===== src/rtl/pipe_mem_stage_pkg.sv =====
// Shared types and constants for the MEM stage: FSM states, word-offset mask and the M/W payload.
package pipe_mem_stage_pkg;

    typedef enum logic {
        ST_IDLE = 1'b0,
        ST_WAIT = 1'b1
    } state_t;

    localparam logic [1:0] WORD_MASK = 2'b11;

    typedef struct packed {
        logic        wwreg;
        logic        wm2reg;
        logic [4:0]  wrn;
        logic [31:0] walu;
        logic [31:0] wmo;
        logic        werr;
    } mw_t;

    localparam mw_t MW_BUBBLE = '0;

endpackage


===== src/rtl/pipe_mw_reg.sv =====
// M/W pipeline register: loads either the MEM-stage result or a bubble carrying an error flag.
module pipe_mw_reg
    import pipe_mem_stage_pkg::*;
(
    input  logic clock,
    input  logic resetn,
    input  logic load_bubble,
    input  logic bubble_err,
    input  mw_t  d,
    output mw_t  q
);

    mw_t bubble;

    always_comb begin
        bubble      = MW_BUBBLE;
        bubble.werr = bubble_err;
    end

    // NOTE: reset is sampled on the clock edge only, and all state uses non-blocking assignment.
    always_ff @(posedge clock) begin
        if (!resetn)
            q <= MW_BUBBLE;
        else if (load_bubble)
            q <= bubble;
        else
            q <= d;
    end

endmodule


===== src/rtl/pipe_mem_stage.sv =====
// MEM stage: word load/store over a req/ack handshake, stalls upstream while waiting,
// aborts after TIMEOUT wait cycles, and feeds the M/W register.
module pipe_mem_stage
    import pipe_mem_stage_pkg::*;
#(
    parameter int TIMEOUT = 16,
    parameter int CNT_W   = 5
) (
    input  logic        clock,
    input  logic        resetn,
    input  logic        mvalid,
    input  logic        mwreg,
    input  logic        mm2reg,
    input  logic        mwmem,
    input  logic [4:0]  mrn,
    input  logic [31:0] malu,
    input  logic [31:0] mb,
    output logic        mem_req,
    output logic        mem_we,
    output logic [31:0] mem_addr,
    output logic [31:0] mem_wdata,
    input  logic [31:0] mem_rdata,
    input  logic        mem_ack,
    output logic        mstall,
    output logic        wwreg,
    output logic        wm2reg,
    output logic [4:0]  wrn,
    output logic [31:0] walu,
    output logic [31:0] wmo,
    output logic        werr
);

    localparam logic [CNT_W-1:0] CNT_LIMIT = CNT_W'(TIMEOUT);

    state_t           state;
    logic [CNT_W-1:0] cnt;
    logic             mem_op, aligned, acc, bad, in_wait, at_limit;
    logic             stall, abort;
    mw_t              w_d, w_q;

    // NOTE: every always_comb output gets a value on every path, so no latches are inferred.
    always_comb begin
        mem_op   = mvalid & (mm2reg | mwmem);
        aligned  = (malu[1:0] & WORD_MASK) == 2'b00;
        acc      = mem_op & aligned;
        bad      = mem_op & ~aligned;
        in_wait  = (state == ST_WAIT);
        at_limit = in_wait & (cnt == CNT_LIMIT);
        stall    = in_wait ? (~mem_ack & ~at_limit) : (acc & ~mem_ack);
        abort    = in_wait & ~mem_ack & at_limit;

        // Reset withdraws the request and the stall in the same cycle.
        mem_req   = resetn & (in_wait | acc);
        mstall    = resetn & stall;
        mem_we    = mwmem;
        mem_addr  = {malu[31:2], 2'b00};
        mem_wdata = mb;

        w_d        = MW_BUBBLE;
        w_d.wwreg  = mwreg & mvalid & ~bad;
        w_d.wm2reg = mm2reg;
        w_d.wrn    = mrn;
        w_d.walu   = malu;
        w_d.wmo    = (acc & mm2reg & mem_ack) ? mem_rdata : 32'h0;
    end

    always_ff @(posedge clock) begin
        if (!resetn) begin
            state <= ST_IDLE;
            cnt   <= '0;
        end else begin
            case (state)
                ST_IDLE: begin
                    if (acc && !mem_ack) begin
                        state <= ST_WAIT;
                        cnt   <= CNT_W'(1);
                    end
                end
                ST_WAIT: begin
                    // An ack on the timeout cycle still completes the access.
                    if (mem_ack || at_limit) begin
                        state <= ST_IDLE;
                        cnt   <= '0;
                    end else begin
                        cnt <= cnt + 1'b1;
                    end
                end
                default: begin
                    state <= ST_IDLE;
                    cnt   <= '0;
                end
            endcase
        end
    end

    pipe_mw_reg u_mw_reg (
        .clock       (clock),
        .resetn      (resetn),
        .load_bubble (stall | bad | abort),
        .bubble_err  (bad | abort),
        .d           (w_d),
        .q           (w_q)
    );

    assign wwreg  = w_q.wwreg;
    assign wm2reg = w_q.wm2reg;
    assign wrn    = w_q.wrn;
    assign walu   = w_q.walu;
    assign wmo    = w_q.wmo;
    assign werr   = w_q.werr;

endmodule

===== config.mk =====
export PLATFORM = sky130hd
export DESIGN_NAME = pipe_mem_stage
export DESIGN_NICKNAME = d
export VERILOG_FILES = /design/src/rtl/pipe_mem_stage_pkg.sv /design/src/rtl/pipe_mw_reg.sv /design/src/rtl/pipe_mem_stage.sv
export SDC_FILE = /design/constraint.sdc
export NUM_CORES = 1
export LEC_CHECK = 0
export BUFFER_PORTS_ARGS = -buffer_cell sky130_fd_sc_hd__buf_2
export CAP_MARGIN = 20
export CORE_ASPECT_RATIO = 0.5
export CORE_MARGIN = 8
export CORE_UTILIZATION = 40
export DETAILED_ROUTE_END_ITERATION = 16
export GPL_TIMING_DRIVEN = 0
export PLACE_DENSITY = 0.92
export SLEW_MARGIN = 20
export SYNTH_ARGS = -nofsm -noshare
export SYNTH_HDL_FRONTEND = slang
export SYNTH_SLANG_ARGS = --single-unit

===== constraint.sdc =====
create_clock -name clock -period 4.4 [get_ports clock]
set_clock_uncertainty 0.15 [all_clocks]
set_input_delay 0.22 -clock clock [delete_from_list [all_inputs] [get_ports clock]]
set_output_delay 0.22 -clock clock [all_outputs]
set_load 0.005 [all_outputs]

* Yosys cells after proc, flatten, opt, wreduce, memory -nomap -nowiden
Cells that the tools add are included. Widths: inputs -> output; s select.
Word-level totals: logic and storage cells 51, output and inout bits 139, register bits 78, bits of input ports 108
Operators by class: multiplexer cells 7, $add $sub $neg 1, eq/ne operators 2, bitwise gates (word level) 26, reductions and logical operators 7
Operators by type and width (number):
- $and 1x1->1 | 14
- $mux 5 | 2
- $pmux 5 s2 | 1
- $not 1->1 | 7
- $add 5x1->5 const B | 1
- $eq 5x5->1 const B | 1
- $or 1x1->1 | 5
- $mux 1 | 3
- $reduce_or 3->1 | 1
- $logic_not 2->1 | 1
- $ne 2x2->1 const B | 1
- $pmux 1 s2 | 1
- $reduce_and 2->1 | 1
- $reduce_or 2->1 | 1
- $logic_and 1x1->1 | 1
- $logic_not 1->1 | 1
- $logic_or 1x1->1 | 1

* Logic depth before layout (Yosys ltp)
depth after elaboration 8, depth in mapped cells 5, depth with buffers taken out 5

* Hierarchy
From an unflattened synthesis, not the netlist that was laid out.
Unflattened totals: cell total of the unflattened synthesis 308, area, all modules 3161.8 µm²
By module, submodules not included:
- pipe_mw_reg | seq. area each 1441.4 µm², cells an instance 153, area an instance 2018.2 µm², times used 1
- pipe_mem_stage | seq. area each 120.1 µm², cells an instance 155, area an instance 1143.6 µm², times used 1

* Worst setup path before layout
OpenSTA, ideal clock, no wires.
kind reg-to-output, start point register cnt[0], end point output mstall, cell stages (with the launch flop) 6, setup slack 2.875 ns, data required time 4.030 ns, arrival time 1.155 ns, buffers on the path 0, path through dfxtp_1 inv_1 ha_1 and4bb_2 a21oi_1 o211a_1
On the way: cells in the longest elaborated chain, start to end 6
Ends and longest elaborated chain:
- from (decl) | RTL line pipe_mem_stage.sv:36 | logic [CNT_W-1:0] cnt;
- from (signal assigned) | RTL line pipe_mem_stage.sv:85 | cnt <= cnt + 1'b1;
- $eq 5x5->1 | RTL line pipe_mem_stage.sv:48 | at_limit = in_wait & (cnt == CNT_LIMIT);
- $and 1x1->1 | RTL line pipe_mem_stage.sv:48
- $not 1->1 | RTL line pipe_mem_stage.sv:49 | stall = in_wait ? (~mem_ack & ~at_limit) : (acc & ~mem_ack);
- $and 1x1->1 | RTL line pipe_mem_stage.sv:49
- $mux 1 | RTL line pipe_mem_stage.sv:49
- $and 1x1->1 | RTL line pipe_mem_stage.sv:54 | mstall = resetn & stall;
- to (decl) | RTL line pipe_mem_stage.sv:24 | output logic mstall,
No other way between the ends.

* Worst setup path after layout
Same ends and word-level chain as after synthesis.

==> flow_summary.json <==
{
  "yosysSeqAreaShare_pct": 54.0,
  "rsz0062_at_grt": "false",
  "crit_path_start": "cnt[0]$_SDFFE_PN0P_",
  "layout-drive-gt1-share_pct": 54.1,
  "place.port_buffers": 212,
  "coreArea_um2": 7160,
  "clock-root-buffer": "clkbuf_16",
  "die_x_um": 136,
  "vias": 2758,
  "antenna_found_initial": 0,
  "netlist_instances": 266,
  "diodes": 0,
  "synth-seq-cells": 78,
  "htree_levels": 3,
  "status": "complete, no violations",
  "synth_ff_type": "dfxtp_1",
  "ys_types": 35,
  "synth_edf_count": 0,
  "fin_crit_sh_pct": 47.0,
  "fmax_mhz": 483,
  "cts_tree": "yes",
  "gr-usage-all-layers_pct": 19.1,
  "nets": 668,
  "slew_violations": 0,
  "setup.worst_path.end": "mstall",
  "final.min_clock_period_ns": 2.07,
  "wl_met1_um": 3680,
  "tightest_slew_ns": 0.537,
  "grt_start_max_net_pins": 14,
  "path_max_fanout": 5,
  "start_kind": "flop",
  "top_layer": "met4",
  "rows": 22,
  "wl_um": 10500,
  "clk_path_buf_depth": 2,
  "gp_congestion": 0.747,
  "wl_met3_um": 1090,
  "wl_met2_um": 5640,
  "fin_tns_setup_ns": 0,
  "grt_pass1_vias": 3062,
  "num_io_pins": 247,
  "critPathRequiredTime_ns": 4.03,
  "clock_latency_ns": 0.32,
  "synth_async_sr_flop_share_pct": 0,
  "overflow": 0,
  "whs_ns": 0.0360,
  "hp-class": "input port to flop",
  "syn_area_um2": 2890,
  "setup_viol": 0,
  "viasPerCell": 4.19,
  "final_common_cell": "buf_2",
  "cts_resized": 0,
  "reg2reg_to": "u_mw_reg.q[62]$_SDFF_PP0_",
  "numCtsBuffers": 9,
  "drt_iter0_markers": 112,
  "wl_per_cell_um": 16.0,
  "yosysWarnings": 0,
  "drv_cap": 0,
  "cp-end-kind": "output pin",
  "dieArea_um2": 10400,
  "syn2layout_area_growth_pct": 75.4,
  "reg2reg_depth": 5,
  "hpwl_um": 7130,
  "path_class": "flop to output pin",
  "arrival_ns": 1.70,
  "drc": 0,
  "ir_drop_mv": 0.216,
  "p_per_area_nw_per_um2": 347,
  "synth.avg_cell_area_um2": 10.9,
  "r2r_slack_ns": 2.84,
  "grt_first_pass_wirelength_um": 15600,
  "p_leak_nw": 2.71,
  "start_util_pct": 40.4,
  "timing.rr.start": "in_wait$_SDFF_PN0_",
  "drt-pass1-iter-count": 4,
  "postRouteAntennaNets": 0,
  "slew_headroom_pct": 63.9,
  "clkSlewWorstSetupHoldPaths_ns": 0.06,
  "cts_sinks": 78,
  "hold_viol": 0,
  "final_cell_mix": "217 x buf_2, 78 x dfxtp_1, 69 x and2_1, 68 x dlygate4sd3_1, 65 x buf_4",
  "die_y_um": 76.1
}
[per-layer routing]
| layer | track usage (%) | vias up |
|---|---|---|
| met1 | 17.4 | 1255 |
| li1 | - | 1359 |
| met5 | 0 | - |
| met4 | 4.24 | 0 |
| met2 | 37.4 | 131 |
| met3 | 8.88 | 13 |
[logic make-up after synthesis]
group | count (synthesis) | share of synthesized area [%]
other | 1 | 0.130
XOR/XNOR | 1 | 0.303
AO/OA/AOI/OAI | 16 | 5.24
adder cells (fa/ha/maj) | 2 | 0.866
buffers and inverters | 78 | 19.6
flip-flops | 78 | 54.0
AND/OR/NAND/NOR | 90 | 19.9
[cell usage after synthesis (all sizes together) (2+ instances only)]
master | instances | area share, %
ha | 2 | 0.87
nor2 | 4 | 0.52
a22o | 2 | 0.61
o22ai | 2 | 0.91
nand3 | 4 | 0.69
and2 | 69 | 15
o21a | 2 | 0.52
nor3 | 2 | 0.35
dfxtp | 78 | 54
nand2b | 2 | 0.43
buf | 73 | 19
o211a | 2 | 0.69
inv | 5 | 0.65
[worst min-delay path by stage]
stage                       start                         to  slack (ns)  cells after the start
global route               mvalid  u_mw_reg.q[71]$_SDFF_PP0_        0.03                      2
finish                     mvalid  u_mw_reg.q[71]$_SDFF_PP0_        0.04                      2
CTS                        mvalid  u_mw_reg.q[71]$_SDFF_PP0_        0.02                      2
global placement    mem_rdata[18]  u_mw_reg.q[19]$_SDFF_PP0_        0.27                      2
floorplan            mem_rdata[9]  u_mw_reg.q[10]$_SDFF_PP0_        0.19                      1
detailed placement   mem_rdata[5]   u_mw_reg.q[6]$_SDFF_PP0_        0.27                      2
[power by group]
group,total (W),internal (W),switching (W),leakage [nW]
sequential,0.000740,0.000733,0.00000635,0.638
combinational,0.000250,0.000159,0.0000911,1.93
clock,0.000769,0.000495,0.000274,0.145
[worst max-delay path: stages, from the launching register on]
cell and delay (ns):
dfxtp_1 0.36, inv_1 0.07, ha_1 0.19, and4bb_2 0.26, a21oi_1 0.20, o211a_1 0.19
buf_2 0.12
[layout make-up]
cell class	instances	area, um2
buffer	73	547
tap	96	120
clock buffer	10	229
inverter	5	18.8
multi-input combinational	111	767
clock inverter	5	83.8
sequential	78	1560
timing repair buffer	280	1740
fill	514	2090
[timing repair]
action | 4_1_cts | 5_1_grt
hold endpoints to repair | 68 | 0
setup buffers | 0 | 0
hold buffers | 68 | 0
[sequential cells by signal, indices dropped and copies added, names as in the netlist]
name / count
cnt: 5
in_wait: 1
u_mw_reg.q: 72
[stage by stage]
| step | power [W] | cell area [um2] | setup WS [ns] | utilization [%] | instances |
|---|---|---|---|---|---|
| global route | 0.00183 | 5070 | 2.23 | 70.8 | 658 |
| detailed placement | 0.000953 | 4080 | 2.66 | 56.9 | 575 |
| CTS | 0.00177 | 5070 | 2.31 | 70.8 | 658 |
| global placement | 0.000949 | 4080 | 2.70 | 56.9 | 575 |
| floorplan | 0.000847 | 2890 | 2.88 | - | 267 |
| finish | 0.00176 | 5070 | 2.33 | 70.8 | 658 |
Note: power is estimated with default switching activity, not from simulation.
